### config.mk
export PLATFORM = sky130hd
export DESIGN_NAME = regfile_writeback_flat
export DESIGN_NICKNAME = d
export VERILOG_FILES = /design/src/rtl/mips_pkg.sv /design/src/rtl/regfile_writeback_if.sv /design/src/rtl/wb_scoreboard.sv /design/src/rtl/regfile_writeback.sv /design/src/flat_wrapper.sv
export SDC_FILE = /design/constraint.sdc
export NUM_CORES = 1
export LEC_CHECK = 0
export ABC_CLOCK_PERIOD_IN_PS = 1300
export BUFFER_PORTS_ARGS = -buffer_cell sky130_fd_sc_hd__buf_2
export CORE_MARGIN = 3
export CORE_UTILIZATION = 42
export DETAILED_ROUTE_END_ITERATION = 10
export PLACE_DENSITY = 0.76
export SKIP_LAST_GASP = 1
export SLEW_MARGIN = 20
export SYNTH_ARGS = -nofsm -noshare
export SYNTH_HDL_FRONTEND = slang
export SYNTH_HIERARCHICAL = 1
export SYNTH_SLANG_ARGS = --single-unit
### constraint.sdc
create_clock -name clk -period 1.3 [get_ports clk]
set_input_delay 0 -clock clk [delete_from_list [all_inputs] [get_ports clk]]
set_output_delay 0 -clock clk [all_outputs]
set_load 0.05 [all_outputs]
### src/rtl/mips_pkg.sv
// Shared constants and helpers for the register-file write-back slice.
//   DATA_W   : register data width
//   ADDR_W   : register address width (MIPS 5-bit encoding)
//   NUM_REGS : implemented registers; addresses >= NUM_REGS are out of range
//   ZERO_REG : hard-wired $zero, never written and never pending
package mips_pkg;

  localparam int DATA_W   = 32;
  localparam int ADDR_W   = 5;
  localparam int NUM_REGS = 16;
  localparam int IDX_W    = $clog2(NUM_REGS);

  typedef logic [ADDR_W-1:0] reg_addr_t;
  typedef logic [DATA_W-1:0] reg_data_t;

  localparam reg_addr_t ZERO_REG = '0;

  // Which source owns the write port this cycle.
  typedef enum logic [1:0] {
    SRC_NONE = 2'd0,
    SRC_ALU  = 2'd1,
    SRC_MEM  = 2'd2
  } wb_src_e;

  function automatic logic addr_in_range(input reg_addr_t a);
    return a < reg_addr_t'(NUM_REGS);
  endfunction

  // A destination that actually lands in the register file.
  function automatic logic addr_writable(input reg_addr_t a);
    return addr_in_range(a) && (a != ZERO_REG);
  endfunction

endpackage

### src/rtl/regfile_writeback_if.sv
// Bundle of the write-back block's bus signals.
//   ALU result   : alu_valid / alu_addr / alu_data (no backpressure)
//   Load result  : mem_valid / mem_ready / mem_addr / mem_data (valid/ready)
//   Issue        : issue_valid / issue_addr (load destination being issued)
//   Hazard check : chk_reg_1 / chk_reg_2 in, stall out
//   Regfile port : write_add / write_dat / regwrite, plus addr_err pulse
// Modport slave is the write-back block; master is the pipeline around it.
interface regfile_writeback_if;
  import mips_pkg::*;

  logic      alu_valid;
  reg_addr_t alu_addr;
  reg_data_t alu_data;

  logic      mem_valid;
  logic      mem_ready;
  reg_addr_t mem_addr;
  reg_data_t mem_data;

  logic      issue_valid;
  reg_addr_t issue_addr;

  reg_addr_t chk_reg_1;
  reg_addr_t chk_reg_2;
  logic      stall;

  reg_addr_t write_add;
  reg_data_t write_dat;
  logic      regwrite;
  logic      addr_err;

  modport slave (
    input  alu_valid, alu_addr, alu_data,
    input  mem_valid, mem_addr, mem_data,
    output mem_ready,
    input  issue_valid, issue_addr,
    input  chk_reg_1, chk_reg_2,
    output stall,
    output write_add, write_dat, regwrite, addr_err
  );

  modport master (
    output alu_valid, alu_addr, alu_data,
    output mem_valid, mem_addr, mem_data,
    input  mem_ready,
    output issue_valid, issue_addr,
    output chk_reg_1, chk_reg_2,
    input  stall,
    input  write_add, write_dat, regwrite, addr_err
  );

endinterface

### src/rtl/wb_scoreboard.sv
// Pending-load scoreboard: one bit per implemented register.
//   clk, rst_n    : clock, asynchronous active-low reset (clears all bits)
//   set_valid_i   : a load was issued to set_addr_i this cycle
//   clr_valid_i   : a load result to clr_addr_i is being written this cycle
//   chk_reg_1_i/2 : decode source operands to look up
//   stall_o       : either source operand has a load still outstanding
module wb_scoreboard
  import mips_pkg::*;
(
  input  logic      clk,
  input  logic      rst_n,
  input  logic      set_valid_i,
  input  reg_addr_t set_addr_i,
  input  logic      clr_valid_i,
  input  reg_addr_t clr_addr_i,
  input  reg_addr_t chk_reg_1_i,
  input  reg_addr_t chk_reg_2_i,
  output logic      stall_o
);

  logic [NUM_REGS-1:0] pending_q;
  logic [NUM_REGS-1:0] pending_d;

  genvar gi;
  generate
    for (gi = 0; gi < NUM_REGS; gi++) begin : g_bit
      if (gi == 0) begin : g_zero
        // $zero never waits on anything.
        assign pending_d[gi] = 1'b0;
      end else begin : g_reg
        logic set_hit;
        logic clr_hit;
        // Exact address match also rejects out-of-range addresses.
        assign set_hit = set_valid_i && (set_addr_i == reg_addr_t'(gi));
        assign clr_hit = clr_valid_i && (clr_addr_i == reg_addr_t'(gi));
        // A fresh issue outranks the completion of the older load.
        assign pending_d[gi] = set_hit | (pending_q[gi] & ~clr_hit);
      end
    end
  endgenerate

  always_ff @(posedge clk or negedge rst_n) begin
    if (!rst_n) begin
      pending_q <= '0;
    end else begin
      pending_q <= pending_d;
    end
  end

  logic hit_1;
  logic hit_2;

  always_comb begin
    hit_1 = 1'b0;
    hit_2 = 1'b0;
    if (addr_writable(chk_reg_1_i)) hit_1 = pending_q[chk_reg_1_i[IDX_W-1:0]];
    if (addr_writable(chk_reg_2_i)) hit_2 = pending_q[chk_reg_2_i[IDX_W-1:0]];
  end

  assign stall_o = hit_1 | hit_2;

endmodule

### src/rtl/regfile_writeback.sv
// Write-side master of the 16-entry register file.
//   clk, rst_n : clock, asynchronous active-low reset
//   bus        : regfile_writeback_if.slave -- ALU and load result inputs,
//                load handshake, issue tracking, RAW hazard check and the
//                registered write port (write_add/write_dat/regwrite) with
//                the addr_err drop indication.
// ALU results always win the write port; a load is accepted only in a cycle
// without an ALU result. The chosen source is registered one cycle later.
module regfile_writeback
  import mips_pkg::*;
(
  input  logic                clk,
  input  logic                rst_n,
  regfile_writeback_if.slave  bus
);

  // ---------------- arbitration ----------------
  wb_src_e   src_sel;
  reg_addr_t src_addr;
  reg_data_t src_data;
  logic      mem_fire;

  assign bus.mem_ready = ~bus.alu_valid;

  always_comb begin
    src_sel  = SRC_NONE;
    src_addr = '0;
    src_data = '0;
    mem_fire = 1'b0;
    if (bus.alu_valid) begin
      src_sel  = SRC_ALU;
      src_addr = bus.alu_addr;
      src_data = bus.alu_data;
    end else if (bus.mem_valid) begin
      src_sel  = SRC_MEM;
      src_addr = bus.mem_addr;
      src_data = bus.mem_data;
      mem_fire = 1'b1;
    end
  end

  // ---------------- output register ----------------
  reg_addr_t write_add_q, write_add_d;
  reg_data_t write_dat_q, write_dat_d;
  logic      regwrite_q,  regwrite_d;
  logic      addr_err_q,  addr_err_d;

  always_comb begin
    write_add_d = write_add_q;
    write_dat_d = write_dat_q;
    regwrite_d  = 1'b0;
    addr_err_d  = 1'b0;
    if (src_sel != SRC_NONE) begin
      if (!addr_in_range(src_addr)) begin
        // Consumed but dropped; the pulse tells the pipeline about it.
        addr_err_d = 1'b1;
      end else if (src_addr != ZERO_REG) begin
        write_add_d = src_addr;
        write_dat_d = src_data;
        regwrite_d  = 1'b1;
      end
      // Writes to $zero are consumed silently and leave the port untouched.
    end
  end

  always_ff @(posedge clk or negedge rst_n) begin
    if (!rst_n) begin
      write_add_q <= '0;
      write_dat_q <= '0;
      regwrite_q  <= 1'b0;
      addr_err_q  <= 1'b0;
    end else begin
      write_add_q <= write_add_d;
      write_dat_q <= write_dat_d;
      regwrite_q  <= regwrite_d;
      addr_err_q  <= addr_err_d;
    end
  end

  assign bus.write_add = write_add_q;
  assign bus.write_dat = write_dat_q;
  assign bus.regwrite  = regwrite_q;
  assign bus.addr_err  = addr_err_q;

  // ---------------- pending-load scoreboard ----------------
  // Only accepted loads retire a pending bit; ALU writes leave it alone.
  wb_scoreboard u_scoreboard (
    .clk         (clk),
    .rst_n       (rst_n),
    .set_valid_i (bus.issue_valid),
    .set_addr_i  (bus.issue_addr),
    .clr_valid_i (mem_fire),
    .clr_addr_i  (bus.mem_addr),
    .chk_reg_1_i (bus.chk_reg_1),
    .chk_reg_2_i (bus.chk_reg_2),
    .stall_o     (bus.stall)
  );

endmodule

### src/flat_wrapper.sv
// flat-port wrapper written by rule: the top's interface ports become plain ports
module regfile_writeback_flat import mips_pkg::*;
  (clk, rst_n, bus_alu_valid, bus_alu_addr, bus_alu_data, bus_mem_valid, bus_mem_addr, bus_mem_data, bus_mem_ready, bus_issue_valid, bus_issue_addr, bus_chk_reg_1, bus_chk_reg_2, bus_stall, bus_write_add, bus_write_dat, bus_regwrite, bus_addr_err);
  regfile_writeback_if bus_i ();
  input  logic clk;
  input  logic rst_n;
  input wire logic [$bits(bus_i.alu_valid)-1:0] bus_alu_valid;
  input wire logic [$bits(bus_i.alu_addr)-1:0] bus_alu_addr;
  input wire logic [$bits(bus_i.alu_data)-1:0] bus_alu_data;
  input wire logic [$bits(bus_i.mem_valid)-1:0] bus_mem_valid;
  input wire logic [$bits(bus_i.mem_addr)-1:0] bus_mem_addr;
  input wire logic [$bits(bus_i.mem_data)-1:0] bus_mem_data;
  output wire logic [$bits(bus_i.mem_ready)-1:0] bus_mem_ready;
  input wire logic [$bits(bus_i.issue_valid)-1:0] bus_issue_valid;
  input wire logic [$bits(bus_i.issue_addr)-1:0] bus_issue_addr;
  input wire logic [$bits(bus_i.chk_reg_1)-1:0] bus_chk_reg_1;
  input wire logic [$bits(bus_i.chk_reg_2)-1:0] bus_chk_reg_2;
  output wire logic [$bits(bus_i.stall)-1:0] bus_stall;
  output wire logic [$bits(bus_i.write_add)-1:0] bus_write_add;
  output wire logic [$bits(bus_i.write_dat)-1:0] bus_write_dat;
  output wire logic [$bits(bus_i.regwrite)-1:0] bus_regwrite;
  output wire logic [$bits(bus_i.addr_err)-1:0] bus_addr_err;
  assign bus_i.alu_valid = bus_alu_valid;
  assign bus_i.alu_addr = bus_alu_addr;
  assign bus_i.alu_data = bus_alu_data;
  assign bus_i.mem_valid = bus_mem_valid;
  assign bus_i.mem_addr = bus_mem_addr;
  assign bus_i.mem_data = bus_mem_data;
  assign bus_mem_ready = bus_i.mem_ready;
  assign bus_i.issue_valid = bus_issue_valid;
  assign bus_i.issue_addr = bus_issue_addr;
  assign bus_i.chk_reg_1 = bus_chk_reg_1;
  assign bus_i.chk_reg_2 = bus_chk_reg_2;
  assign bus_stall = bus_i.stall;
  assign bus_write_add = bus_i.write_add;
  assign bus_write_dat = bus_i.write_dat;
  assign bus_regwrite = bus_i.regwrite;
  assign bus_addr_err = bus_i.addr_err;
  regfile_writeback u_core (.clk(clk), .rst_n(rst_n), .bus(bus_i));
endmodule
# Word level (Yosys, flattened, before mapping)
# Index checks and enable logic that the tools add are counted.
# Widths: inputs -> output; s select.
[word_totals]
rom_bits = 0
wordCells = 143
output_inout_bits = 41
mem_count = 0
regBits = 54
latch_bits = 0
ram_bits = 0
in_bits = 94
[classes]
n_shift = 0
eq_ne = 30
n_addsub = 0
reduce_logical = 37
bitwise_logic = 47
n_div = 0
mul = 0
muxes = 19
order_cmp = 5
[op_table]
columns = ["op", "n"]
rows = [
  ["$eq 5x4->1 const B", 16],
  ["$mux 32", 2],
  ["$eq 5x3->1 const B", 8],
  ["$logic_and 1x1->1", 32],
  ["$eq 5x2->1 const B", 4],
  ["$not 1->1", 16],
  ["$or 1x1->1", 16],
  ["$and 1x1->1", 15],
  ["$lt 5x5->1 const B", 3],
  ["$reduce_bool 5->1", 3],
  ["$mux 1", 11],
  ["$eq 5x1->1 const B", 2],
  ["$lt 4x5->1 const B", 2],
  ["$mux 5", 2],
  ["$bmux 1 s4", 2],
  ["$mux 2", 2],
  ["$reduce_and 3->1", 1],
  ["$reduce_bool 2->1", 1],
]

# Depth between registers and ports, before layout
[depth]
ltp_word = 6
mapped_depth = 6
mapped_depth_nobuf = 4

# Hierarchy
# Netlist, hierarchy kept.
[modules_own_cells]
columns = ["mod", "instances", "seq_area_each_um2", "cells_per_inst", "area_per_inst_um2"]
rows = [
  ["regfile_writeback", 1, 975.9, 141, 1905.6],
  ["wb_scoreboard", 1, 375.4, 90, 939.7],
]

# Worst setup path before layout
# No wires, ideal clock.
[synth_path]
path_type = "reg-to-output"
start = "register u_core.u_scoreboard.pending_q[15]"
end = "output port bus_stall"
n_path_buf = 0
arrival_ns = 1.663
stages_incl_launch_ff = 5
slack_ns = -0.363
path_cell_list = "dfrtp_1 mux4_2 and4b_1 nor4_2 nand3_1"
[synth_between]
elab_chain_len = 4
word_cells_on_any_way = 7
[synth_rtl]
columns = ["element", "line", "rtl"]
rows = [
  ["start: declaration", "wb_scoreboard.sv:21", "logic [NUM_REGS-1:0] pending_q;"],
  ["start signal: assignment", "wb_scoreboard.sv:46", "pending_q <= pending_d;"],
  ["$bmux 1 s4 (on tied branches)", "wb_scoreboard.sv:56, wb_scoreboard.sv:57", ""],
  ["$mux 1 (on tied branches) (2 in a row)", "wb_scoreboard.sv:56, wb_scoreboard.sv:57", ""],
  ["$or 1x1->1 (*)", "wb_scoreboard.sv:60", "assign stall_o = hit_1 | hit_2;"],
  ["end: declaration", "flat_wrapper.sv:18", "output wire logic [$bits(bus_i.stall)-1:0] bus_stall;"],
]
# Every way passes the cells marked *; elsewhere a longest branch is shown, timed or not. The select of a mux whose other input is x is not followed.

# Worst setup path after layout
# Same ends and word-level chain as after synthesis.

==> reports/metrics.yaml <==
final_layout:
  nNetsFinal: 483
  postLayoutCellArea_um2: 3970
  final_cell_mix: "buf_2, dfrtp_1, a22o_1"
  n_antenna_cell: 0
  drive_above_1_share: 0.556
  final_util: 0.614
  fill_cells: 559
  final_common_cell: "buf_2"
  areaGrowthSynthToFinish_pct: 39.5
drt:
  firstDrtPassIters: 4
  route.detailed.vias_per_inst: 5.44
  final_antenna_net_count: 0
  route.detailed.drc: 0
  routed-via-count: 2539
  wl_per_cell_um: 16.3
  initialDrtViolationCount: 132
  wirelength_mm: 7.62
pwr:
  p_per_area_nw_per_um2: 1420
  swShare: 0.354
  comb_power_share: 0.374
  p_sw_mw: 2.00
  power.total_mw: 5.63
  intPower_mw: 3.64
  pwr-share-seq: 0.385
  p_leak_nw: 2.00
  ir_worst_vdd_mv: 0.802
  clkPwrFrac: 0.242
setup_path:
  reg2reg_to: "u_core/u_scoreboard/pending_q[13]$_DFF_PN0_"
  timing.rr.start: "u_core/u_scoreboard/pending_q[13]$_DFF_PN0_"
  crit_start: "u_core/u_scoreboard/pending_q[15]$_DFF_PN0_"
  r2r_cells: 3
  crit_path_cell_trace: "mux4_2 -> and4b_1 -> nor4_2 -> nand3_2 -> buf_6"
  crit_arrival_ps: 1930
  cp_max_fo: 3
  critPathSlowestCell: "mux4_2"
  crit_required_ps: 1300
  slowest_delay_ps: 460
  path_class: "register to primary output"
  start_kind: "register"
  endpoint_kind: "primary output"
  r2r_setup_slack_ps: 460
  crit_path_end: "bus_stall"
clock_network:
  clk_pin_slew_ps: 100
  cts_tree: "yes"
  clk_latency_ps: 300
  ctsLongestPathBuffers: 2
  clock-sinks: 54
  cts_buffers: 5
  htreeDepth: 2
  root_buffer: "clkbuf_8"
sta:
  slew_viol_final: 0
  finalCritPeriodShare: 1.48
  finalClockSkew_ps: 0
  fin_ws_ps: -626
  final-setup-viol-count: 1
  fmax_ghz: 0.519
  grt_setup_unrepaired: "yes"
  relSlewSlack: 0.791
  fin_crit_ps: 1930
  tightest_slew_ps: 309
  hold_violations: 0
global_route:
  track_usage: 0.199
  antenna_found_initial: 0
  grt-ovfl-total: 0
  grt_pass1_wl_mm: 12.2
  grt_max_degree: 55
  grt_pass1_vias: 2578
placement:
  gp_congestion: 0.818
  numPortBuffers: 134
  pre_cts_ws_ps: -336
  place_area_um2: 3790
  dp_hpwl_mm: 5.99
synth:
  yosysWarnings: 6
  synth_area_um2: 2850
  ys_ff_latch: 54
  seq_area_frac_synth: 0.475
  syn_inst: 231
  avgSynthCellArea_um2: 12.3
  synth_nets: 325
  netlist-cell-type-count: 35
floorplan:
  ios: 135
  dieWidth_um: 88.3
  die_h_um: 88.3
  die_area_um2: 7800
  start_util: 0.441
  core_um2: 6460
  rows: 29
hold_path:
  hp-class: "input pin to register"
outcome:
  status: "finished, violations left"
  violations: "negative setup slack"
flow_run:
  maxCapViolCount: 0
## flip-flops by register name, summed over array words and instances (netlist names)
name                           cells
u_core/bus.write_add               5
u_core/bus.write_dat              32
u_core/bus.regwrite                1
u_core/u_scoreboard/pending_q     15
u_core/bus.addr_err                1
## through the flow
step	TNS, ps	hold slack [ps]	std cells
after CTS	-648	21.6	467
after global placement	-3360	12.9	455
after detailed placement	-3970	19.4	455
after floorplan	-1040	-296	231
final	-626	25.5	467
after global routing	-716	31.8	467
## cells by family after synthesis
family,share of synthesized area
muxes,0.209
DFF,0.475
buffers and inverters,0.0374
AOI/OAI and AO/OA,0.186
and+or+nand+nor,0.0928
## worst min-delay path by stage
| stage | end | startpoint | depth (start not counted) | slack (ps) |
|---|---|---|---|---|
| finish | u_core/bus.write_add[2]$_DFFE_PN0P_ | bus_alu_addr[2] | 3 | 30 |
| global route | u_core/bus.write_dat[8]$_DFFE_PN0P_ | bus_mem_data[8] | 3 | 30 |
| CTS | u_core/bus.write_add[2]$_DFFE_PN0P_ | bus_alu_addr[2] | 3 | 20 |
| detailed placement | u_core/bus.write_dat[21]$_DFFE_PN0P_ | rst_n | 2 | 20 |
| global placement | u_core/bus.write_dat[21]$_DFFE_PN0P_ | rst_n | 2 | 10 |
| floorplan | u_core/bus.addr_err$_DFF_PN0_ | rst_n | 0 | -300 |
## cell usage after synthesis
| cell type | n | area [um2] |
|---|---|---|
| nor4_1 | 1 | 6.26 |
| nand2b_1 | 6 | 37.5 |
| o21ai_0 | 32 | 160 |
| buf_2 | 1 | 5.00 |
| nor3b_1 | 1 | 7.51 |
| a31oi_1 | 1 | 6.26 |
| nor2b_1 | 3 | 18.8 |
| mux2_4 | 16 | 240 |
| o2bb2ai_2 | 1 | 15.0 |
| nor4bb_1 | 2 | 20.0 |
| and4b_1 | 2 | 20.0 |
| o221ai_1 | 3 | 26.3 |
| inv_1 | 7 | 26.3 |
| a21oi_1 | 3 | 15.0 |
| mux2i_1 | 2 | 20.0 |
| a221oi_1 | 1 | 8.76 |
| a311oi_1 | 1 | 8.76 |
| or3_1 | 1 | 6.26 |
| a22o_1 | 33 | 289 |
| buf_6 | 4 | 45.0 |
| nand4b_1 | 2 | 17.5 |
| mux4_1 | 2 | 52.6 |
| nand2_1 | 10 | 37.5 |
| nand4bb_1 | 2 | 22.5 |
| nor4_2 | 1 | 12.5 |
| or4_4 | 1 | 11.3 |
| or2_2 | 2 | 12.5 |
| or4b_2 | 1 | 10.0 |
| nand3_1 | 1 | 5.00 |
| or4_1 | 1 | 7.51 |
| nor2_1 | 3 | 11.3 |
| mux4_2 | 3 | 67.6 |
| clkbuf_1 | 8 | 30.0 |
| mux2_2 | 19 | 214 |
| dfrtp_1 | 54 | 1350 |
## per-layer routing
metal  up-vias  global-route usage  routed length, um
met5         -                   0                  0
met4         0              0.0426                 79
met3         8              0.0540                657
met2       115               0.346               3860
met1      1212               0.250               3030
li1       1204                   -                  -
## power by group through the flow
stage	sequential, mW	combinational, mW	clock, mW
after global placement	2.18	2.04	0
after CTS	2.17	2.12	1.39
after detailed placement	2.20	2.08	0
final	2.17	2.10	1.36
after global routing	2.22	2.24	1.46
after floorplan	2.89	0.685	0
## cell type report
type                            count  area, um2  area share
Tap cell                           77       96.3      0.0243
Inverter                            7       26.3     0.00662
Clock inverter                      2       60.1      0.0151
Clock buffer                        6       82.6      0.0208
Timing Repair Buffer              164        945       0.238
Sequential cell                    54       1350       0.340
Multi-Input combinational cell    157       1410       0.355
## repair_timing
item | in CTS | in global routing
pin swaps | 2 | 0
resized for setup | 3 | 0
hold buffers | 2 | 0
endpoints found under the hold margin | 55 | 0
endpoints found under the setup margin | 1 | 1
setup buffers | 2 | 0
## worst max-delay path, delay by kind of cell, from the launching register on
family,cells,cell delay [ps]
multiplexers,1,460
flip-flops,1,400
buffers and inverters,1,160
AND/OR/NAND/NOR,3,600
Power figures use the tool's default switching activity.
